$ cat config.mk
export PLATFORM = sky130hd
export DESIGN_NAME = upscale_sequencer
export DESIGN_NICKNAME = d
export VERILOG_FILES = /design/src/rtl/upscaler_pkg.sv /design/src/rtl/line_buffer_sp.sv /design/src/rtl/upscale_sequencer.sv
export SDC_FILE = /design/constraint.sdc
export NUM_CORES = 2
export LEC_CHECK = 0
export CAP_MARGIN = 20
export CORE_MARGIN = 2
export CORE_UTILIZATION = 60
export CTS_CLUSTER_DIAMETER = 100
export DETAILED_ROUTE_END_ITERATION = 7
export GPL_ROUTABILITY_DRIVEN = 0
export PLACE_DENSITY_LB_ADDON = 0.15
export SYNTH_ARGS = -nofsm -noshare
export SYNTH_HDL_FRONTEND = slang
export SYNTH_SLANG_ARGS = --single-unit
$ cat constraint.sdc
create_clock -name clk -period 9.9 [get_ports clk]
set_input_delay 1.98 -clock clk [delete_from_list [all_inputs] [get_ports clk]]
set_output_delay 1.98 -clock clk [all_outputs]
set_load 0.05 [all_outputs]
$ cat src/rtl/upscaler_pkg.sv
// rtl/upscaler_pkg.sv - shared pixel type and sequencer state encoding for the upscaler
package upscaler_pkg;

    localparam int PIXEL_W = 24;

    typedef logic [PIXEL_W-1:0] pixel_t;

    typedef enum logic [1:0] {
        S_IDLE = 2'd0,
        S_FILL = 2'd1,
        S_EMIT = 2'd2,
        S_GAP  = 2'd3
    } seq_state_e;

endpackage

$ cat src/rtl/line_buffer_sp.sv
// rtl/line_buffer_sp.sv - single-port row buffer, synchronous write, registered 1-cycle read
module line_buffer_sp
    import upscaler_pkg::*;
#(
    parameter int DEPTH  = 128,
    parameter int ADDR_W = 7
) (
    input  logic              clk,
    input  logic              rst_n,
    input  logic              we,
    input  logic              re,
    input  logic [ADDR_W-1:0] addr,
    input  pixel_t            wdata,
    output pixel_t            rdata
);

    pixel_t mem [DEPTH];

    always_ff @(posedge clk) begin
        if (we) begin
            mem[addr] <= wdata;
        end
    end

    // Only the read register is reset so the output is never X; it holds between reads.
    always_ff @(posedge clk or negedge rst_n) begin
        if (!rst_n) begin
            rdata <= '0;
        end else if (re) begin
            rdata <= mem[addr];
        end
    end

endmodule

$ cat src/rtl/upscale_sequencer.sv
// rtl/upscale_sequencer.sv - buffers one input row and replays it SCALE x SCALE as a nearest-neighbour stream
module upscale_sequencer
    import upscaler_pkg::*;
#(
    parameter int IMG_W = 128,
    parameter int IMG_H = 72,
    parameter int SCALE = 3
) (
    input  logic   clk,
    input  logic   rst_n,
    input  logic   start,
    input  pixel_t s_pixel,
    input  logic   s_valid,
    output logic   s_ready,
    output pixel_t m_pixel,
    output logic   m_valid,
    output logic   busy,
    output logic   frame_done
);

    localparam int COL_W = (IMG_W > 1) ? $clog2(IMG_W) : 1;
    localparam int REP_W = (SCALE > 1) ? $clog2(SCALE) : 1;
    localparam int ROW_W = (IMG_H > 1) ? $clog2(IMG_H) : 1;

    localparam logic [COL_W-1:0] COL_LAST = COL_W'(IMG_W - 1);
    localparam logic [REP_W-1:0] REP_LAST = REP_W'(SCALE - 1);
    localparam logic [ROW_W-1:0] ROW_LAST = ROW_W'(IMG_H - 1);

    seq_state_e       state;
    seq_state_e       state_next;
    logic [COL_W-1:0] col;
    logic [REP_W-1:0] hrep;
    logic [REP_W-1:0] vrep;
    logic [ROW_W-1:0] row;
    logic             buf_we;
    logic             buf_re;

    always_ff @(posedge clk or negedge rst_n) begin
        if (!rst_n) begin
            state <= S_IDLE;
        end else begin
            state <= state_next;
        end
    end

    // Writes happen only in FILL and reads only in EMIT, so the port is never shared.
    always_comb begin
        state_next = state;
        s_ready    = 1'b0;
        buf_we     = 1'b0;
        buf_re     = 1'b0;
        case (state)
            S_IDLE: begin
                if (start && !busy) begin
                    state_next = S_FILL;
                end
            end
            S_FILL: begin
                s_ready = 1'b1;
                buf_we  = s_valid;
                if (s_valid && col == COL_LAST) begin
                    state_next = S_EMIT;
                end
            end
            S_EMIT: begin
                buf_re = 1'b1;
                if (col == COL_LAST && hrep == REP_LAST) begin
                    state_next = S_GAP;
                end
            end
            S_GAP: begin
                if (vrep != REP_LAST) begin
                    state_next = S_EMIT;
                end else if (row != ROW_LAST) begin
                    state_next = S_FILL;
                end else begin
                    state_next = S_IDLE;
                end
            end
            default: state_next = S_IDLE;
        endcase
    end

    always_ff @(posedge clk or negedge rst_n) begin
        if (!rst_n) begin
            col  <= '0;
            hrep <= '0;
            vrep <= '0;
            row  <= '0;
        end else begin
            case (state)
                S_IDLE: begin
                    col  <= '0;
                    hrep <= '0;
                    vrep <= '0;
                    row  <= '0;
                end
                S_FILL: begin
                    if (s_valid) begin
                        col <= (col == COL_LAST) ? '0 : col + 1'b1;
                    end
                end
                S_EMIT: begin
                    if (hrep == REP_LAST) begin
                        hrep <= '0;
                        col  <= (col == COL_LAST) ? '0 : col + 1'b1;
                    end else begin
                        hrep <= hrep + 1'b1;
                    end
                end
                S_GAP: begin
                    if (vrep != REP_LAST) begin
                        vrep <= vrep + 1'b1;
                    end else if (row != ROW_LAST) begin
                        row  <= row + 1'b1;
                        vrep <= '0;
                    end
                end
                default: ;
            endcase
        end
    end

    line_buffer_sp #(
        .DEPTH  (IMG_W),
        .ADDR_W (COL_W)
    ) u_line_buffer (
        .clk   (clk),
        .rst_n (rst_n),
        .we    (buf_we),
        .re    (buf_re),
        .addr  (col),
        .wdata (s_pixel),
        .rdata (m_pixel)
    );

    // busy stays up through the frame_done cycle so a start coinciding with it is ignored.
    always_ff @(posedge clk or negedge rst_n) begin
        if (!rst_n) begin
            m_valid    <= 1'b0;
            frame_done <= 1'b0;
            busy       <= 1'b0;
        end else begin
            m_valid    <= buf_re;
            frame_done <= (state == S_GAP) && (state_next == S_IDLE);
            if (state == S_IDLE && start && !busy) begin
                busy <= 1'b1;
            end else if (frame_done) begin
                busy <= 1'b0;
            end
        end
    end

endmodule

### Word level (Yosys, flattened, before mapping)

Memory sizes are Yosys's and may differ from the RTL's. A register that Yosys moved wholly into a read port is not among the register bits.
Cells that the tools add are included.

* bits in registers: 23
* output and inout bits: 28
* memories: 1
* logic and storage cells: 67
* bits in writable memories: 3072
* input port bits: 28

Memory list
* u_line_buffer.mem: words 128, width 24, read ports 1, clocked after memory_dff 1, wr ports 1, line line_buffer_sp.sv:17 `pixel_t mem [DEPTH];`

* reductions and logical operators: 17
* muxes and demuxes: 25
* equality and inequality tests: 12
* add/sub/neg operators: 4

Operators by type and width (number)
* two-way mux 7 bit: 5
* case mux 7 bit (3 select lines): 1
* adder 7 x 1 -> 7 bit (second input constant): 2
* two-way mux 2 bit: 7
* case mux 7 bit (2 select lines): 1
* != test 2 bit (second input constant): 5
* two-way mux 1 bit: 8
* case mux 2 bit (2 select lines): 2
* case mux 2 bit (4 select lines): 1
* equality test 7 bit (second input constant): 1
* != test 7 bit (second input constant): 1
* equality test 2 bit (second input constant): 3
* logical AND 1 bit: 6
* AND reduction 3 bit: 2
* nonzero test 2 bit: 3
* adder 2 x 1 -> 2 bit (second input constant): 2
* zero test 2 bit: 2
* != test 3 bit (second input constant): 1
* nonzero test 3 bit: 1
* equality test 2 x 1 -> 1 bit (second input constant): 1
* zero test 1 bit: 2
* AND reduction 2 bit: 1

### Logic depth before layout (Yosys ltp)

* depth in word-level cells: 6
* gate-level depth with buffers: 13

### Hierarchy

A second synthesis with hierarchy kept.

* cells, all modules: 6758
* area, all modules: 122097.1 µm²

Modules (own cells, without submodules)
* line_buffer_sp: cells each 6607, sequential area each 92849.0 µm², area an instance 120677.0 µm², times used 1
* upscale_sequencer: cells each 151, sequential area each 575.6 µm², area an instance 1420.1 µm², times used 1

### Least setup slack after synthesis

Ideal clock, no wire load.

* path kind: input-to-reg
* start point: input s_valid
* end point: memory u_line_buffer.mem[83][0] (netlist name), enable pin
* setup time: 0.435 ns
* required time: 9.465 ns
* arrival: 4.341 ns
* setup slack: 5.124 ns
* path buffers: 1
* cell stages on the path: 4
* cells stage by stage: and2_1 > clkbuf_1 > nand3_1 > nor3_1

* word-level cells in the longest chain between the ends: 3

RTL lines
* from (decl): line upscale_sequencer.sv:13 `input logic s_valid,`
* two-way mux 1 bit: line upscale_sequencer.sv:52 `case (state)`
* two-way mux 1 bit: line line_buffer_sp.sv:20 `if (we) begin`
* two-way mux 1 bit (not written as such): line line_buffer_sp.sv:21 `mem[addr] <= wdata;`
* to (decl): line line_buffer_sp.sv:17

No other way between the ends.

==> out/qor.yml <==
sequential_fraction_of_the_synthesis_area: 0.782
max_slew.worst_pin.slew_ns: 1.19
finalCriticalPeriod_ns: 5.11
row_count: 163
achievable-frequency_mhz: 196
met3_wirelength_um: 44100
design.final.nets: 6519
postSynthNetCount: 6314
cts_inserted_buffers: 320
intPower_mw: 20.9
grt_start_max_net_pins: 152
port_buffers: 55
critical_path_required_ns: 10.74
critical_r2r_capture: "u_line_buffer.rdata[19]"
cts_htree_levels: 5
slew_viol_final: 0
finalHoldViolations: 0
cts.sinks: 3119
via_per_inst: 7.18
design.die.area_um2: 203000
setup-tns-final_ns: 0
routed-wl-met2_um: 157000
leakagePower_nw: 41.3
critPathKind: "flip-flop to flip-flop"
post_cts_resize_count: 0
layout_worst_path_cycle_share: 0.516
post_route_cells_drive_above_1_share: 0.193
hold_path.class: "flip-flop to flip-flop"
crit-reg2reg-launch: "col[0]"
yosysWarningCount: 0
count_of_maximum_capacitance_violations: 0
vias: 67200
post_synth_instance_area_um2: 120000
ir_worst_vdd_mv: 0.175
number_of_antenna_violating_nets_in_the_routed_design: 0
grt_antenna_before_repair: 14
most_frequent_cells_in_the_layout: "edfxtp_1 (3,072), a221oi_1 (399), clkbuf_16 (326)"
start_util: 0.605
wire_length_of_the_first_global_routing_pass_um: 490000
post_cts_hold_buffer_count: 0
mostFrequentLayoutCell: "edfxtp_1"
p_clk_frac: 0.431
clk_pin_slew_worst_paths_ns: 0.06
routed_wl_um: 350000
core_area_um2: 198000
syn_avg_cell_area_um2: 19.0
globalRoute.totalOverflow: 0
clock_tree.root_cell: "clkbuf_16"
critical_path.startpoint: "col[0]"
ys_ff_latch: 3119
placement.setup.worst_slack_ns: 4.74
rsz_0062_raised_after_global_routing: "false"
power.share.sequential: 0.558
whs_ns: 0.439
combinationalPowerShare: 0.011
fin_area_um2: 133000
worstSetupEndpointType: "flip-flop"
placed_cells_incl_taps: 8799
worstSetupEndpoint: "u_line_buffer.rdata[19]"
fin_worst_setup_slack_ns: 4.79
syn2layout_area_growth_pct: 11.6
grt.total_usage: 0.343
worst_ep_arrival_time_ns: 5.95
grt_pass1_vias: 63500
post-cts-setup-buffer-count: 0
detail_route.wirelength.met1_um: 130000
power_mw: 26.0
cp_max_fo: 95
pin_count: 56
top_signal_layer_used: "met5"
place_hpwl_um: 199000
die_x_um: 450
slew_headroom: 0.195
wl_per_cell_um: 37.3
fin_skew_ns: 0.0586
synth_edf_count: 3072
final_cells: 9360
clock_insertion_delay_worst_skew_ns: 0.95
drt_pre_antenna_iters: 7
drtIter0Drc: 11900
yosysUniqueCellTypes: 78
sw_frac_of_total: 0.196
r2r_slack_ns: 4.79
clock_path_buffers: 4
cellPowerDensity_nw_per_um2: 195
die_height_um: 450
worst-r2r-cell-count: 7
cp-start-kind: "flip-flop"
cells_after_synth: 6279
detailed_place.area_um2: 124000
net-switching-power_mw: 5.10
final-setup-viol-count: 0
status: "finished clean"
clock_tree_from_tritoncts: "done"
detail_route.drc_violations: 0
synthArstFlopShare: 0.0151
fin_util: 0.675
dominantRegCellSynth: "edfxtp_1"
-- power by group through the flow --
stage	Clock (mW)	Combinational, mW	Sequential (mW)
2_1_floorplan	0	0.000147	14.8
3_3_place_gp	0	0.263	14.8
3_5_place_dp	0	0.277	14.8
4_1_cts	11.2	0.277	14.5
5_1_grt	11.8	0.292	14.5
6_report	11.2	0.283	14.5
-- state kept, by name (all words and copies together), names as in the netlist --
signal               flops
u_line_buffer.mem     3072
u_line_buffer.rdata     24
col                      7
row                      7
hrep                     2
state                    2
vrep                     2
busy                     1
frame_done               1
m_valid                  1
-- critical path: stages, from the launching register on --
cell,delay [ns]
dfrtp_4,0.68
buf_12,0.51
buf_4,0.63
buf_4,0.62
mux4_2,0.58
a221oi_1,0.76
o221ai_1,0.52
o32a_1,0.48
-- worst min path at each step --
stage	depth (start not counted)	startpoint	endpoint	slack [ns]
after global placement	1	frame_done	busy	0.44
after detailed placement	1	frame_done	busy	0.47
after CTS	1	frame_done	busy	0.46
after floorplan	1	vrep[0]	vrep[0]	0.47
after global routing	1	frame_done	busy	0.50
final	1	frame_done	busy	0.44
-- area by class of cell --
type	instances	area, µm²
Antenna cell	6	15.0
Clock buffer	424	8580
Clock inverter	128	922
Fill cell	12600	64300
Inverter	16	75.1
Multi-Input combinational cell	2707	24300
Sequential cell	3119	93400
Tap cell	2640	3300
Timing Repair Buffer	320	2670
-- cell families after synthesis --
| logic type | share of synthesized area |
|---|---|
| flops | 0.782 |
| xor+xnor | 0.000366 |
| fa+ha+maj | 0.000733 |
| mux | 0.0881 |
| buf+inv | 0.0198 |
| compound gates | 0.0834 |
| simple gates | 0.0260 |
-- metal layers --
layer / GRT usage / vias up
li1: - / 26600
met1: 0.502 / 34700
met2: 0.503 / 5113
met3: 0.0788 / 761
met4: 0.148 / 18
met5: 0 / -
-- synthesized netlist by cell type, drive strengths merged, types with 14 or more instances --
| cell | n | share of area |
|---|---|---|
| o22ai | 28 | 0.0015 |
| a2111oi | 27 | 0.0020 |
| o2bb2ai | 14 | 0.0010 |
| a221o | 53 | 0.0044 |
| and3 | 14 | 0.00073 |
| nor3 | 32 | 0.0014 |
| o221ai | 50 | 0.0037 |
| nand2 | 245 | 0.0077 |
| a21oi | 182 | 0.0076 |
| a22o | 65 | 0.0048 |
| a22oi | 117 | 0.0073 |
| mux4 | 310 | 0.058 |
| buf | 289 | 0.015 |
| clkbuf | 148 | 0.0046 |
| nor2 | 294 | 0.0093 |
| mux2i | 227 | 0.019 |
| mux2 | 113 | 0.011 |
| o211ai | 35 | 0.0022 |
| nor4 | 16 | 0.00084 |
| nand4 | 15 | 0.00079 |
| inv | 16 | 0.00050 |
| o21ai | 191 | 0.0080 |
| a221oi | 399 | 0.029 |
| nand3 | 35 | 0.0015 |
| a211oi | 32 | 0.0020 |
| dfrtp | 47 | 0.0098 |
| edfxtp | 3072 | 0.77 |
| a31oi | 35 | 0.0018 |
(Power assumes the default switching activity.)
